## config.mk

```make
export PLATFORM = sky130hd
export DESIGN_NAME = cond_exec_ctrl
export DESIGN_NICKNAME = d
export VERILOG_FILES = /design/src/rtl/arm_pkg.sv /design/src/rtl/cond_exec_ctrl_cond_eval.sv /design/src/rtl/cond_exec_ctrl.sv
export SDC_FILE = /design/constraint.sdc
export NUM_CORES = 1
export LEC_CHECK = 0
export CELL_PAD_IN_SITES_DETAIL_PLACEMENT = 0
export CELL_PAD_IN_SITES_GLOBAL_PLACEMENT = 2
export CORE_ASPECT_RATIO = 2
export CORE_UTILIZATION = 31
export CTS_BUF_LIST = sky130_fd_sc_hd__clkbuf_16
export DETAILED_ROUTE_END_ITERATION = 8
export PLACE_DENSITY_LB_ADDON = 0.2
export SLEW_MARGIN = 10
export SYNTH_ARGS = -nofsm -noshare
export SYNTH_HDL_FRONTEND = slang
export SYNTH_SLANG_ARGS = --single-unit
```

## constraint.sdc

```tcl
create_clock -name clk -period 3.4 [get_ports clk]
set_clock_uncertainty 0.2 [all_clocks]
set_input_delay 0.68 -clock clk [delete_from_list [all_inputs] [get_ports clk]]
set_output_delay 0.68 -clock clk [all_outputs]
set_load 0.05 [all_outputs]
```

## src/rtl/arm_pkg.sv

```systemverilog
// Shared ARM pipeline definitions: condition codes, flag positions and the
// conditional-execution controller state encoding.
package arm_pkg;

  localparam logic [3:0] COND_EQ = 4'h0;
  localparam logic [3:0] COND_NE = 4'h1;
  localparam logic [3:0] COND_CS = 4'h2;
  localparam logic [3:0] COND_CC = 4'h3;
  localparam logic [3:0] COND_MI = 4'h4;
  localparam logic [3:0] COND_PL = 4'h5;
  localparam logic [3:0] COND_VS = 4'h6;
  localparam logic [3:0] COND_VC = 4'h7;
  localparam logic [3:0] COND_HI = 4'h8;
  localparam logic [3:0] COND_LS = 4'h9;
  localparam logic [3:0] COND_GE = 4'hA;
  localparam logic [3:0] COND_LT = 4'hB;
  localparam logic [3:0] COND_GT = 4'hC;
  localparam logic [3:0] COND_LE = 4'hD;
  localparam logic [3:0] COND_AL = 4'hE;
  localparam logic [3:0] COND_NV = 4'hF;

  localparam int unsigned FLAG_N = 3;
  localparam int unsigned FLAG_Z = 2;
  localparam int unsigned FLAG_C = 1;
  localparam int unsigned FLAG_V = 0;

  typedef enum logic [1:0] {
    ST_RUN    = 2'd0,
    ST_WAIT   = 2'd1,
    ST_SQUASH = 2'd2
  } state_t;

endpackage

```

## src/rtl/cond_exec_ctrl_cond_eval.sv

```systemverilog
// ARM condition-field evaluator: cond + {N,Z,C,V} -> pass.
module cond_eval
  import arm_pkg::*;
(
  input  logic [3:0] cond,
  input  logic [3:0] flags,
  output logic       pass
);

  logic n, z, c, v;
  logic base;

  assign n = flags[FLAG_N];
  assign z = flags[FLAG_Z];
  assign c = flags[FLAG_C];
  assign v = flags[FLAG_V];

  // Even codes test a base predicate, odd codes its inverse; AL's inverse is NV.
  always_comb begin
    base = 1'b0;
    unique case (cond[3:1])
      3'd0: base = z;
      3'd1: base = c;
      3'd2: base = n;
      3'd3: base = v;
      3'd4: base = c & ~z;
      3'd5: base = (n == v);
      3'd6: base = ~z & (n == v);
      3'd7: base = 1'b1;
      default: base = 1'b0;
    endcase
    pass = base ^ cond[0];
  end

endmodule

```

## src/rtl/cond_exec_ctrl.sv

```systemverilog
// Conditional-execution controller between ID and EXE: owns NZCV, resolves
// the ID condition, annuls failing instructions, flushes on taken branches
// and interlocks on flag-setting EXE instructions when bypass is disabled.
module cond_exec_ctrl
  import arm_pkg::*;
#(
  parameter int unsigned FWD = 1,
  parameter int unsigned CW  = 16
) (
  input  logic          clk,
  input  logic          rst,
  input  logic          freeze,
  input  logic          id_valid,
  input  logic [3:0]    id_cond,
  input  logic          id_is_branch,
  input  logic          exe_valid,
  input  logic          exe_s,
  input  logic [3:0]    exe_flags,
  output logic          id_exec,
  output logic          id_kill,
  output logic          stall,
  output logic          branch_taken,
  output logic [3:0]    sr,
  output logic [CW-1:0] exec_cnt,
  output logic [CW-1:0] kill_cnt
);

  state_t     state, state_next;
  logic [3:0] eff_flags;
  logic       pass;
  logic       flag_hazard;
  logic       issue_slot;

  // Flags seen by the ID instruction: bypassed from EXE when enabled.
  always_comb begin
    flag_hazard = exe_valid & exe_s;
    eff_flags   = sr;
    if (FWD != 0 && flag_hazard) eff_flags = exe_flags;
  end

  cond_eval u_cond_eval (
    .cond  (id_cond),
    .flags (eff_flags),
    .pass  (pass)
  );

  // Next-state and issue/kill/stall/flush decisions.
  always_comb begin
    state_next   = state;
    stall        = 1'b0;
    issue_slot   = 1'b0;
    id_exec      = 1'b0;
    id_kill      = 1'b0;
    branch_taken = 1'b0;
    unique case (state)
      ST_RUN: begin
        if (FWD == 0 && id_valid && flag_hazard) stall = 1'b1;
        else                                     issue_slot = id_valid;
      end
      ST_WAIT:   issue_slot = id_valid;
      ST_SQUASH: issue_slot = 1'b0;
      default:   issue_slot = 1'b0;
    endcase
    id_exec      = issue_slot & pass;
    id_kill      = issue_slot & ~pass;
    branch_taken = id_exec & id_is_branch;
    if (branch_taken) state_next = ST_SQUASH;
    else if (stall)   state_next = ST_WAIT;
    else              state_next = ST_RUN;
  end

  // State register; holds while the pipeline is frozen.
  always_ff @(posedge clk or negedge rst) begin
    if (!rst)         state <= ST_RUN;
    else if (!freeze) state <= state_next;
  end

  // Architectural NZCV, written by flag-setting EXE instructions.
  always_ff @(posedge clk or negedge rst) begin
    if (!rst)                           sr <= '0;
    else if (!freeze && flag_hazard)    sr <= exe_flags;
  end

  // Issued / annulled event counters, wrapping modulo 2^CW.
  always_ff @(posedge clk or negedge rst) begin
    if (!rst) begin
      exec_cnt <= '0;
      kill_cnt <= '0;
    end else if (!freeze) begin
      if (id_exec) exec_cnt <= exec_cnt + CW'(1);
      if (id_kill) kill_cnt <= kill_cnt + CW'(1);
    end
  end

endmodule

```

==> metrics.yaml <==
outcome:
  status: "finished clean"
worst_setup_path:
  cp_slowest_cell: "clkdlybuf4s50_1"
  r2r-end: "kill_cnt[11]"
  cp.required_ns: 2.52
  cp_max_fo: 5
  reg2reg_slack_ns: 0.93
  crit_start: "id_cond[1]"
  crit_chain: "clkdlybuf4s50_1 > nor2b_1 > a31oi_2 > o32a_4 > nand3_4 > a21oi_4 > and2_4 > buf_12"
  arrival_ns: 2.45
  cp-end-kind: "output port"
  cp-endpoint: "branch_taken"
  slowest_delay_ns: 0.51
  crit_type: "in -> out"
  worstReg2RegStart: "sr[3]"
  reg2reg_depth: 9
  startpoint_type: "primary input"
detailed_routing:
  route.detailed.drc: 0
  drt-total-wl_mm: 6.261
  drtPass1Iterations: 4
  avgViaCountPerCell: 5.081
  drt_iter0_drc: 53
  routedWlPerCell_um: 15.85
  antenna_left: 0
  vias: 2007
sta:
  setup_ws_ns: 0.06604
  tightestPinTransition_ns: 0.8457
  max_freq_ghz: 0.2999
  rsz0062_at_grt: "no"
  slew_headroom: 0.4362
  post-route-period-util: 0.9806
  setup_violations: 0
  slew_viol_final: 0
  fin_tns_setup_ns: 0
  hold_violations: 0
  min_period_ns: 3.334
yosys:
  netlist.top_cell.by_area: "dfrtp_1"
  synth.area.top_cells: "dfrtp_1 (40%), xnor2_1 (6.8%), xor2_1 (4.5%), mux2_2 (3.4%), nand4_1 (3.2%)"
  yosys_warnings: 0
  syn_area_um2: 2316
  syn-num-nets: 237
  syn_inst: 220
  synth-seq-area-share: 0.3998
  synth_cell_types: 53
  synth_enable_flop_cells: 0
  synth_flop_cell: "dfrtp_1"
  ys_seq_elements: 37
  synth_top_area_share: 0.3998
  synthArstFlopShare: 1.000
  avgSynthCellArea_um2: 10.53
final_layout:
  drive_gt1_frac: 0.2211
  final_cells: 395
  final_nets: 320
  utilization: 0.4614
  diodes: 0
  syn2layout_area_growth_pct: 44.79
floorplan:
  ioPinCount: 55
  die_w_um: 63.12
  core_um2: 7267
  start_util: 0.3187
  rows: 44
  die_h_um: 124.2
  die-area_um2: 7842
place:
  portBuffers: 53
  place_inst: 386
  dp_slack_ns: -0.2436
  place_congestion: 0.8047
  hpwl_mm: 4.818
clock_network:
  clk_pin_slew_ns: 0.05
  cts.path.max_buffers: 2
  cts_buffers: 5
  hold_buffers: 0
  cts_max_level: 2
  clk_latency_ns: 0.28
  clock_sinks: 37
  cts_tree: "done"
  root_buffer: "clkbuf_16"
power:
  powerDensity_nw_per_um2: 509.9
  ir_worst_vdd_mv: 0.4338
  p_int_mw: 1.039
  pwr-share-seq: 0.345
  power_leakage_nw: 1.466
  switching_share: 0.3926
  combPwrFrac: 0.401
  p_clk_frac: 0.254
  p_sw_mw: 0.6714
grt:
  grt_max_degree: 38
  grt_pass1_wl_mm: 10.61
  grt_pass1_vias: 2067
  grt.total_usage: 0.1780
  antenna_found_initial: 0
  overflow: 0
hold_path:
  hold_path.class: "reg -> reg"
job:
  maxCapViolations: 0
cell usage in the layout (no fill, tap or decap), types with 8 or more instances in the layout:
cell type	synthesis	layout
xor2_1	12	12
nand4_1	12	12
o21ai_0	9	9
buf_4	1	27
nor2_1	8	8
nand3_1	11	11
nor3_1	12	12
dfrtp_1	37	37
xnor2_1	18	18
clkdlybuf4s50_1	0	41
nand2_1	13	12
cells in the mapped netlist (2+ instances only):
master / count
a211oi_1: 2
a21boi_0: 2
a21oi_1: 4
a31oi_1: 2
and2_1: 2
and3_1: 6
and4_1: 2
and4b_1: 5
clkbuf_1: 2
dfrtp_1: 37
ha_1: 2
inv_1: 5
mux2_2: 7
mux2i_1: 6
nand2_1: 13
nand2b_1: 4
nand3_1: 11
nand4_1: 12
nor2_1: 8
nor2b_1: 6
nor3_1: 12
o2111ai_1: 3
o21ai_0: 9
xnor2_1: 18
xor2_1: 12
worst min-delay path by stage:
stage | startpoint | end | cells after the start
after global routing | kill_cnt[15] | kill_cnt[15] | 1
after CTS | kill_cnt[15] | kill_cnt[15] | 1
after floorplan | rst | exec_cnt[0] | 0
final | kill_cnt[15] | kill_cnt[15] | 1
after detailed placement | kill_cnt[15] | kill_cnt[15] | 1
after global placement | kill_cnt[15] | kill_cnt[15] | 1
worst max-delay path: cells and delay by family:
family | cells | cell delay (ns)
and+or+nand+nor | 3 | 0.46
buffers and inverters | 2 | 0.64
AOI/OAI and AO/OA | 3 | 0.67
metal layers:
metal	global-route usage	vias to the layer above	share of wire
met4	0.07934	0	0.028
met5	0	-	0
met1	0.1900	971	0.37
li1	-	981	-
met2	0.3276	45	0.57
met3	0.03125	10	0.029
what timing repair did:
item / in CTS / in global routing
pin swaps: 8 / 6
setup buffers: 2 / 0
resized for setup: 13 / 7
endpoints found under the setup margin: 3 / 2
power groups by stage:
stage / combinational (mW) / clock, mW / sequential, mW
after floorplan: 0.206 / 0 / 0.793
after global placement: 0.671 / 0 / 0.598
after detailed placement: 0.674 / 0 / 0.599
after CTS: 0.692 / 0.454 / 0.593
after global routing: 0.724 / 0.479 / 0.603
final: 0.686 / 0.434 / 0.590
area by class of cell:
| cell class | instances | area (um2) |
|---|---|---|
| clock buffers | 5 | 125.1 |
| repair buffers | 81 | 759.5 |
| fillers | 728 | 3914 |
| well taps | 92 | 115.1 |
| flip-flops and latches | 37 | 925.9 |
| inverters | 5 | 18.77 |
| multi-input cells | 173 | 1401 |
| clock inverters | 2 | 7.507 |
stage by stage:
step	power [mW]	hold slack, ns	cell area, um2
floorplan	0.9996	0.1844	2330
global placement	1.269	0.2651	3164
detailed placement	1.273	0.2728	3164
CTS	1.739	0.2842	3352
global route	1.806	0.3072	3353
finish	1.710	0.2774	3353
registers in the layout (all words and copies together) (netlist names):
name and cells:
sr 4, state 1, kill_cnt 16, exec_cnt 16
cells by family after synthesis:
group	share of synthesized area
AND/OR/NAND/NOR	0.2226
AO/OA/AOI/OAI	0.1583
flip-flops	0.3998
XOR/XNOR	0.1205
multiplexers	0.06483
buffers and inverters	0.02161
adder cells (fa/ha/maj)	0.01080
other	0.001619
(Power assumes the default switching activity.)
